`config.mk`:
```
export PLATFORM = sky130hd
export DESIGN_NAME = bru_issue_queue
export DESIGN_NICKNAME = d
export VERILOG_FILES = /design/src/rtl/bru_issue_queue.sv
export SDC_FILE = /design/constraint.sdc
export NUM_CORES = 2
export LEC_CHECK = 0
export ABC_AREA = 1
export BUFFER_PORTS_ARGS = -buffer_cell sky130_fd_sc_hd__buf_2
export CORE_ASPECT_RATIO = 0.9
export CORE_MARGIN = 4
export CORE_UTILIZATION = 57
export CTS_CLUSTER_DIAMETER = 30
export DETAILED_ROUTE_END_ITERATION = 8
export HOLD_SLACK_MARGIN = 0.02
export PLACE_DENSITY = 0.72
export SYNTH_ARGS = -nofsm -noshare
export SYNTH_HDL_FRONTEND = slang
export SYNTH_SLANG_ARGS = --single-unit
export TNS_END_PERCENT = 50
```
`constraint.sdc`:
```
create_clock -name clk -period 7.1 [get_ports clk]
set_input_delay 0.355 -clock clk [delete_from_list [all_inputs] [get_ports clk]]
set_output_delay 0.355 -clock clk [all_outputs]
set_load 0.05 [all_outputs]
```
`src/rtl/bru_issue_queue.sv`:
```
`default_nettype none
// ============================================================================
// Module   : bru_issue_queue
// Purpose  : In-order issue queue for branch/jump ops. Buffers up to DEPTH
//            ops between rename and the BRU, tracks readiness of two physical
//            source tags per op via wakeup broadcasts, and offers the oldest
//            op once both of its sources are ready. Issue is strictly from
//            the head so branches resolve in program order.
// Ports    :
//   clk, reset, flush            clock, sync active-high reset, sync flush
//   dispatch_* / biq_allowin     dispatch-side valid/allowin handshake
//   wakeup_valid / wakeup_tag    WAKEUP_NUM result tag broadcasts (flattened)
//   issue_to_bru_valid /
//   bru_allowin                  issue-side valid/allowin handshake
//   issue_payload, issue_src*    head entry fields
//   biq_count                    occupancy, 0..DEPTH
// Revision : 1.0 - initial release
// ============================================================================
module bru_issue_queue #(
  parameter int DEPTH      = 8,
  parameter int PREG_W     = 6,
  parameter int WAKEUP_NUM = 4,
  parameter int PAYLOAD_W  = 128
) (
  input  logic                         clk,
  input  logic                         reset,
  input  logic                         flush,
  input  logic                         dispatch_valid,
  output logic                         biq_allowin,
  input  logic [PAYLOAD_W-1:0]         dispatch_payload,
  input  logic                         dispatch_src1_en,
  input  logic [PREG_W-1:0]            dispatch_src1_tag,
  input  logic                         dispatch_src1_ready,
  input  logic                         dispatch_src2_en,
  input  logic [PREG_W-1:0]            dispatch_src2_tag,
  input  logic                         dispatch_src2_ready,
  input  logic [WAKEUP_NUM-1:0]        wakeup_valid,
  input  logic [WAKEUP_NUM*PREG_W-1:0] wakeup_tag,
  output logic                         issue_to_bru_valid,
  input  logic                         bru_allowin,
  output logic [PAYLOAD_W-1:0]         issue_payload,
  output logic [PREG_W-1:0]            issue_src1_tag,
  output logic [PREG_W-1:0]            issue_src2_tag,
  output logic [$clog2(DEPTH):0]       biq_count
);

  localparam int IDX_W = $clog2(DEPTH);
  localparam int PTR_W = IDX_W + 1;
  localparam logic [PTR_W-1:0] PTR_ONE = {{(PTR_W-1){1'b0}}, 1'b1};

  // Pointers carry an extra wrap bit so full and empty are distinguishable.
  logic [PTR_W-1:0]     head;
  logic [PTR_W-1:0]     tail;
  logic [IDX_W-1:0]     head_idx;
  logic [IDX_W-1:0]     tail_idx;

  logic [PAYLOAD_W-1:0] payload_mem  [DEPTH];
  logic [PREG_W-1:0]    src1_tag_mem [DEPTH];
  logic [PREG_W-1:0]    src2_tag_mem [DEPTH];
  logic [DEPTH-1:0]     src1_rdy;
  logic [DEPTH-1:0]     src2_rdy;

  logic [DEPTH-1:0]     src1_hit;
  logic [DEPTH-1:0]     src2_hit;
  logic                 disp_src1_hit;
  logic                 disp_src2_hit;

  logic                 empty;
  logic                 full;
  logic                 push;
  logic                 pop;

  // True when any valid broadcast port carries the given tag.
  function automatic logic wake_hit(
    input logic [PREG_W-1:0]            tag,
    input logic [WAKEUP_NUM-1:0]        wv,
    input logic [WAKEUP_NUM*PREG_W-1:0] wt
  );
    logic hit;
    hit = 1'b0;
    for (int p = 0; p < WAKEUP_NUM; p++) begin
      if (wv[p] && (wt[p*PREG_W +: PREG_W] == tag)) begin
        hit = 1'b1;
      end
    end
    return hit;
  endfunction

  assign head_idx = head[IDX_W-1:0];
  assign tail_idx = tail[IDX_W-1:0];

  assign empty = (head == tail);
  assign full  = (head[IDX_W] != tail[IDX_W]) && (head_idx == tail_idx);

  // Modulo 2^PTR_W subtraction yields occupancy directly, including DEPTH.
  assign biq_count = tail - head;

  // Allowin deliberately ignores a same-cycle pop to keep dispatch off the
  // issue-side timing path.
  assign biq_allowin = !full;
  assign push        = dispatch_valid && !full;

  // Issue reads registered state only; a wakeup this cycle shows up next cycle.
  assign issue_to_bru_valid = !empty && src1_rdy[head_idx] && src2_rdy[head_idx];
  assign pop                = issue_to_bru_valid && bru_allowin;

  assign issue_payload  = payload_mem[head_idx];
  assign issue_src1_tag = src1_tag_mem[head_idx];
  assign issue_src2_tag = src2_tag_mem[head_idx];

  assign disp_src1_hit = wake_hit(dispatch_src1_tag, wakeup_valid, wakeup_tag);
  assign disp_src2_hit = wake_hit(dispatch_src2_tag, wakeup_valid, wakeup_tag);

  generate
    for (genvar i = 0; i < DEPTH; i++) begin : g_hit
      assign src1_hit[i] = wake_hit(src1_tag_mem[i], wakeup_valid, wakeup_tag);
      assign src2_hit[i] = wake_hit(src2_tag_mem[i], wakeup_valid, wakeup_tag);
    end
  endgenerate

  always_ff @(posedge clk) begin
    if (reset || flush) begin
      head     <= '0;
      tail     <= '0;
      src1_rdy <= '0;
      src2_rdy <= '0;
      for (int i = 0; i < DEPTH; i++) begin
        payload_mem[i]  <= '0;
        src1_tag_mem[i] <= '0;
        src2_tag_mem[i] <= '0;
      end
    end else begin
      // Sticky wakeup; stale entries may also set bits, which is harmless
      // because a push rewrites both bits of its slot.
      for (int i = 0; i < DEPTH; i++) begin
        if (src1_hit[i]) src1_rdy[i] <= 1'b1;
        if (src2_hit[i]) src2_rdy[i] <= 1'b1;
      end

      if (push) begin
        payload_mem[tail_idx]  <= dispatch_payload;
        src1_tag_mem[tail_idx] <= dispatch_src1_tag;
        src2_tag_mem[tail_idx] <= dispatch_src2_tag;
        src1_rdy[tail_idx]     <= !dispatch_src1_en || dispatch_src1_ready || disp_src1_hit;
        src2_rdy[tail_idx]     <= !dispatch_src2_en || dispatch_src2_ready || disp_src2_hit;
        tail                   <= tail + PTR_ONE;
      end

      if (pop) begin
        head <= head + PTR_ONE;
      end
    end
  end

endmodule
`default_nettype wire
```
Yosys cells after proc, flatten, opt, wreduce, memory -nomap -nowiden:

Memory sizes are Yosys's and may differ from the RTL's. A register that Yosys moved wholly into a read port is not among the register bits.
Cells that the tools add are included.

* $add $sub $neg: 3
* order comparisons: 3
* equality and inequality tests: 75
* muxes and demuxes: 134
* reductions and logical operators: 90

Operators by type and width (count)
* == test 6 bit: 72
* two-way mux 128 bit: 1
* OR reduction 128 bit: 1
* two-way mux 1 bit: 115
* logical AND 1 bit: 78
* two-way mux 3 bit: 9
* bitwise mux 8 bit: 2
* two-way mux 8 bit: 2
* two-way mux 6 bit: 2
* OR reduction 6 bit: 2
* adder 4 x 1 -> 4 bit, second input constant: 2
* < comparator 3 x 4 -> 1 bit, second input constant: 2
* binary-select mux 1 bit (select 3 bit): 2
* logical OR 1 bit: 5
* == test 4 bit: 1
* logical NOT 1 bit: 4
* subtractor 4 bit: 1
* demux 1 bit (select 3 bit): 1
* == test 3 bit: 1
* greater-or-equal comparator 3 x 1 -> 1 bit, second input constant: 1
* inequality test 1 bit: 1

* register bits after elaboration: 24
* bits in writable memories: 1120
* input port bits: 177
* output and inout port bits: 146
* logic and storage cells: 312
* memories: 3

Memories
* payload_mem: words 8, bits a word 128, rd ports 1, clocked after Yosys merged registers in 1, write ports 8, line 57 `logic [PAYLOAD_W-1:0] payload_mem [DEPTH];`
* src1_tag_mem: words 8, bits a word 6, rd ports 9, clocked after Yosys merged registers in 1, write ports 8, line 58 `logic [PREG_W-1:0] src1_tag_mem [DEPTH];`
* src2_tag_mem: words 8, bits a word 6, rd ports 9, clocked after Yosys merged registers in 1, write ports 8, line 59 `logic [PREG_W-1:0] src2_tag_mem [DEPTH];`

Logic depth before layout (Yosys ltp):

* depth after elaboration: 10
* depth in mapped cells: 13
* gate-level depth less buffers: 12

Least setup slack after synthesis:

Ideal clock, no wire load.

* kind: register -> register
* start: register tail[0]
* end: memory payload_mem[7][0], enable pin
* setup time: 0.505 ns
* data arrival time: 4.449 ns
* required time: 6.595 ns
* slack: 2.146 ns
* stages on the path, launching flop included: 9
* buffers on the path: 1
* clock period less this slack: 4.954 ns
* cells stage by stage: dfxtp_1 > inv_2 > ha_1 > nand2_1 > nor2_1 > nand2_1 > buf_6 > nand4_1 > nand2_1

RTL lines
* start: declaration: line 53 `logic [PTR_W-1:0] tail;`
* start signal: assignment: line 146 `tail <= tail + PTR_ONE;`
* end: declaration: line 57

==> results.txt <==
Hold buffer count at CTS -> 126
FMAX -> 191 MHz
TritonCTS clock tree -> built
I/O Pins -> 323
Sequential fraction of the synthesis area -> 0.598
Starting Density -> 0.578
Worst reg2reg path depth -> 8
Setup repair after global routing missed its margin -> false
Status -> finished clean
Proportion of layout cells with a drive suffix above 1 -> 0.107
Final Hold Vio Count -> 0
Initial antenna violation count -> 3
Largest net degree at the start of global routing -> 192
Area Overhead vs Synth -> 18.2%
Final nets -> 6,984
GR Overflow Total -> 0
WL final -> 191,000 µm
Vias per cell -> 5.94
Core region area -> 0.0989 mm²
Post-place setup slack -> 2.80 ns
Fin worst setup slack -> 1.88 ns
Yosys warning total -> 0
Die Height -> 308 µm
CP max-delay cell -> buf_4
WP buf/inv -> 3
Clock sinks -> 1,147
Fin crit period -> 5.22 ns
Drt first pass iters -> 7
Max Cap Viol -> 0
CP dominant cell by count -> buf_4
Total track usage -> 0.357
Setup violators final -> 0
Max incr delay on CP -> 0.95 ns
Port Buffer Count -> 322
Worst-margin pin slew -> 1.28 ns
Leak pwr -> 29.3 nW
Yosys reg bits -> 1,147
Hold Path End -> payload_mem[4][119]$_SDFFCE_PN0P_
Worst slew margin -> 0.144
FF-to-FF Start -> tail[0]$_SDFFE_PP0N_
Post-DP Area -> 0.0589 mm²
Worst EP required -> 6.74 ns
Clock root cell -> clkbuf_16
Post-route ant nets -> 0
# DRC -> 0
Die width -> 342 µm
Post-DP HPWL -> 97,500 µm
Clock Pin Slew Worst Setup and Hold Paths -> 0.05 ns
CP Capture Type -> primary output
Synth Flop Type -> edfxtp_1
Hold path startpoint -> dispatch_payload[119]
Setup bufs post-CTS -> 0
Post-synth EDFFs -> 1,120
Total number of vias -> 49,400
Post-route cell area -> 0.0675 mm²
Final period util -> 0.736
Layout Skew -> 0.0514 ns
Worst-path fanout max -> 98
Worst setup SP type -> flop
H-tree Lvls -> 4
Syn Area/Cell -> 8.75 µm²
WL per Instance -> 22.9 µm
CP arrival -> 4.87 ns
Post-Syn Area -> 0.0571 mm²
Synth cell types -> 32
Vias in the first global route -> 47,500
GPL Wtd Cong -> 0.971
Max Buffers Root-to-Sink -> 3
First-pass GRT wire length -> 285,000 µm
Crit Path Class -> flop to primary output
Worst Hold Depth -> 3
Number of placement rows -> 109
Die area -> 0.105 mm²
Fin util -> 0.683
Clock latency at the later pin of the worst-skew pair -> 0.80 ns
Total CTS buffers -> 212
RR Endpoint -> payload_mem[0][78]$_SDFFCE_PN0P_
Flop2flop setup slack -> 3.08 ns
Delay-heaviest family, CP -> buffers and inverters
Syn Inst Count -> 6,525
Async set or reset register ratio after synthesis -> 0
Hold crit path type -> input pin to flop
Post-cts sizing count -> 0
PwrDens -> 289 mW/mm²
Critical-path cell list -> buf_4 > buf_4 > o21ai_0 > o22ai_1 > nor2_1 > a31oi_1 > buf_2
Setup TNS -> 0 ns
Worst vdd ir -> 257 µV
Initial DRC Count -> 6,842
Final Slew Violations -> 0
Synthesized Nets -> 6,708
[tightest hold or removal path: stages]
cell and delay [ns]:
buf_2 0.13, inv_1 0.14, nor2_1 0.12
[flip-flops by register name, indices dropped and copies added, names as in the netlist, named ones only]
register and cells:
tail 4, src1_tag_mem 48, src2_tag_mem 48, src1_rdy 8
src2_rdy 8, head 4, payload_mem 1024
[cell families (layout without fill, tap and decap cells)]
group / Yosys count / in the layout / synth area share
compound gates: 1031 / 1031 / 0.0963
flops: 1147 / 1147 / 0.598
xor+xnor: 49 / 49 / 0.00752
buf+inv: 793 / 1250 / 0.0620
simple gates: 3499 / 3499 / 0.234
fa+ha+maj: 6 / 6 / 0.00145
other cells: 0 / 3 / 0
[cell type report]
type | count | area [µm²]
inverters | 358 | 1370
multi-input cells | 4585 | 19500
repair buffers | 497 | 3420
fillers | 7605 | 31400
flip-flops and latches | 1147 | 34200
clock inverters | 157 | 1920
diodes | 3 | 7.51
well taps | 1332 | 1670
clock buffers | 238 | 5460
[cells in the mapped netlist (5+ instances only)]
| library cell | number | area [µm²] |
|---|---|---|
| buf_4 | 18 | 135 |
| nand2_1 | 1008 | 3780 |
| ha_1 | 5 | 62.6 |
| clkbuf_1 | 205 | 769 |
| nand4_2 | 5 | 62.6 |
| buf_6 | 42 | 473 |
| xnor2_1 | 42 | 368 |
| inv_2 | 7 | 26.3 |
| buf_2 | 144 | 721 |
| nand3_1 | 54 | 270 |
| nand3b_1 | 10 | 75.1 |
| a21oi_1 | 107 | 536 |
| clkinv_1 | 8 | 30.0 |
| o22ai_1 | 129 | 807 |
| edfxtp_1 | 1120 | 33600 |
| xor2_1 | 7 | 61.3 |
| dfxtp_1 | 27 | 541 |
| o21ai_0 | 650 | 3250 |
| inv_1 | 342 | 1280 |
| a31oi_1 | 140 | 876 |
| buf_1 | 26 | 97.6 |
| nand4_1 | 12 | 75.1 |
| nor2_1 | 2401 | 9010 |
[report_power, final]
group	internal (mW)	total, mW	switching (mW)
clock	6.73	10.2	3.51
sequential	7.74	7.87	0.131
combinational	0.345	1.41	1.06
total	14.8	19.5	4.70
[cells in the final DEF, fill, tap and decap left out, types with 54 or more instances in the layout]
cell type	netlist	routed
nand2_1	1008	1000
nor2_1	2401	2400
dlygate4sd3_1	0	126
o22ai_1	129	129
inv_1	342	342
o21ai_0	650	650
clkbuf_16	0	214
a21oi_1	107	107
buf_2	144	322
nand3_1	54	54
edfxtp_1	1120	1120
a31oi_1	140	140
[layer usage]
layer / track usage / wire length [µm] / up-vias / part of all wire
li1: - / - / 22200 / -
met1: 0.479 / 72200 / 23300 / 0.38
met2: 0.550 / 86000 / 3289 / 0.45
met3: 0.0854 / 23500 / 610 / 0.12
met4: 0.173 / 9160 / 2 / 0.048
met5: 0.00317 / 23 / - / 0.00012
[per-stage QoR]
| step | hold WS, ns | instances | power [mW] |
|---|---|---|---|
| floorplan | 0.454 | 6525 | 8.82 |
| global route | 0.0543 | 8316 | 20.0 |
| CTS | 0.0217 | 8314 | 19.5 |
| global placement | 0.468 | 7793 | 9.27 |
| detailed placement | 0.473 | 7793 | 9.29 |
| finish | 0.0649 | 8317 | 19.5 |
[how the worst max path moves through the flow]
| stage | startpoint | end | slack [ns] | cells past startpoint |
|---|---|---|---|---|
| after floorplan | tail[0]$_SDFFE_PP0N_ | payload_mem[7][0]$_SDFFCE_PN0P_ | 2.15 | 8 |
| after global placement | flop | issue_payload[72] | 2.79 | 7 |
| after detailed placement | flop | issue_payload[126] | 2.80 | 7 |
| after CTS | flop | issue_payload[126] | 1.97 | 7 |
| after global routing | flop | issue_payload[84] | 1.55 | 7 |
| final | flop | issue_payload[72] | 1.88 | 7 |
Power figures use the tool's default switching activity.
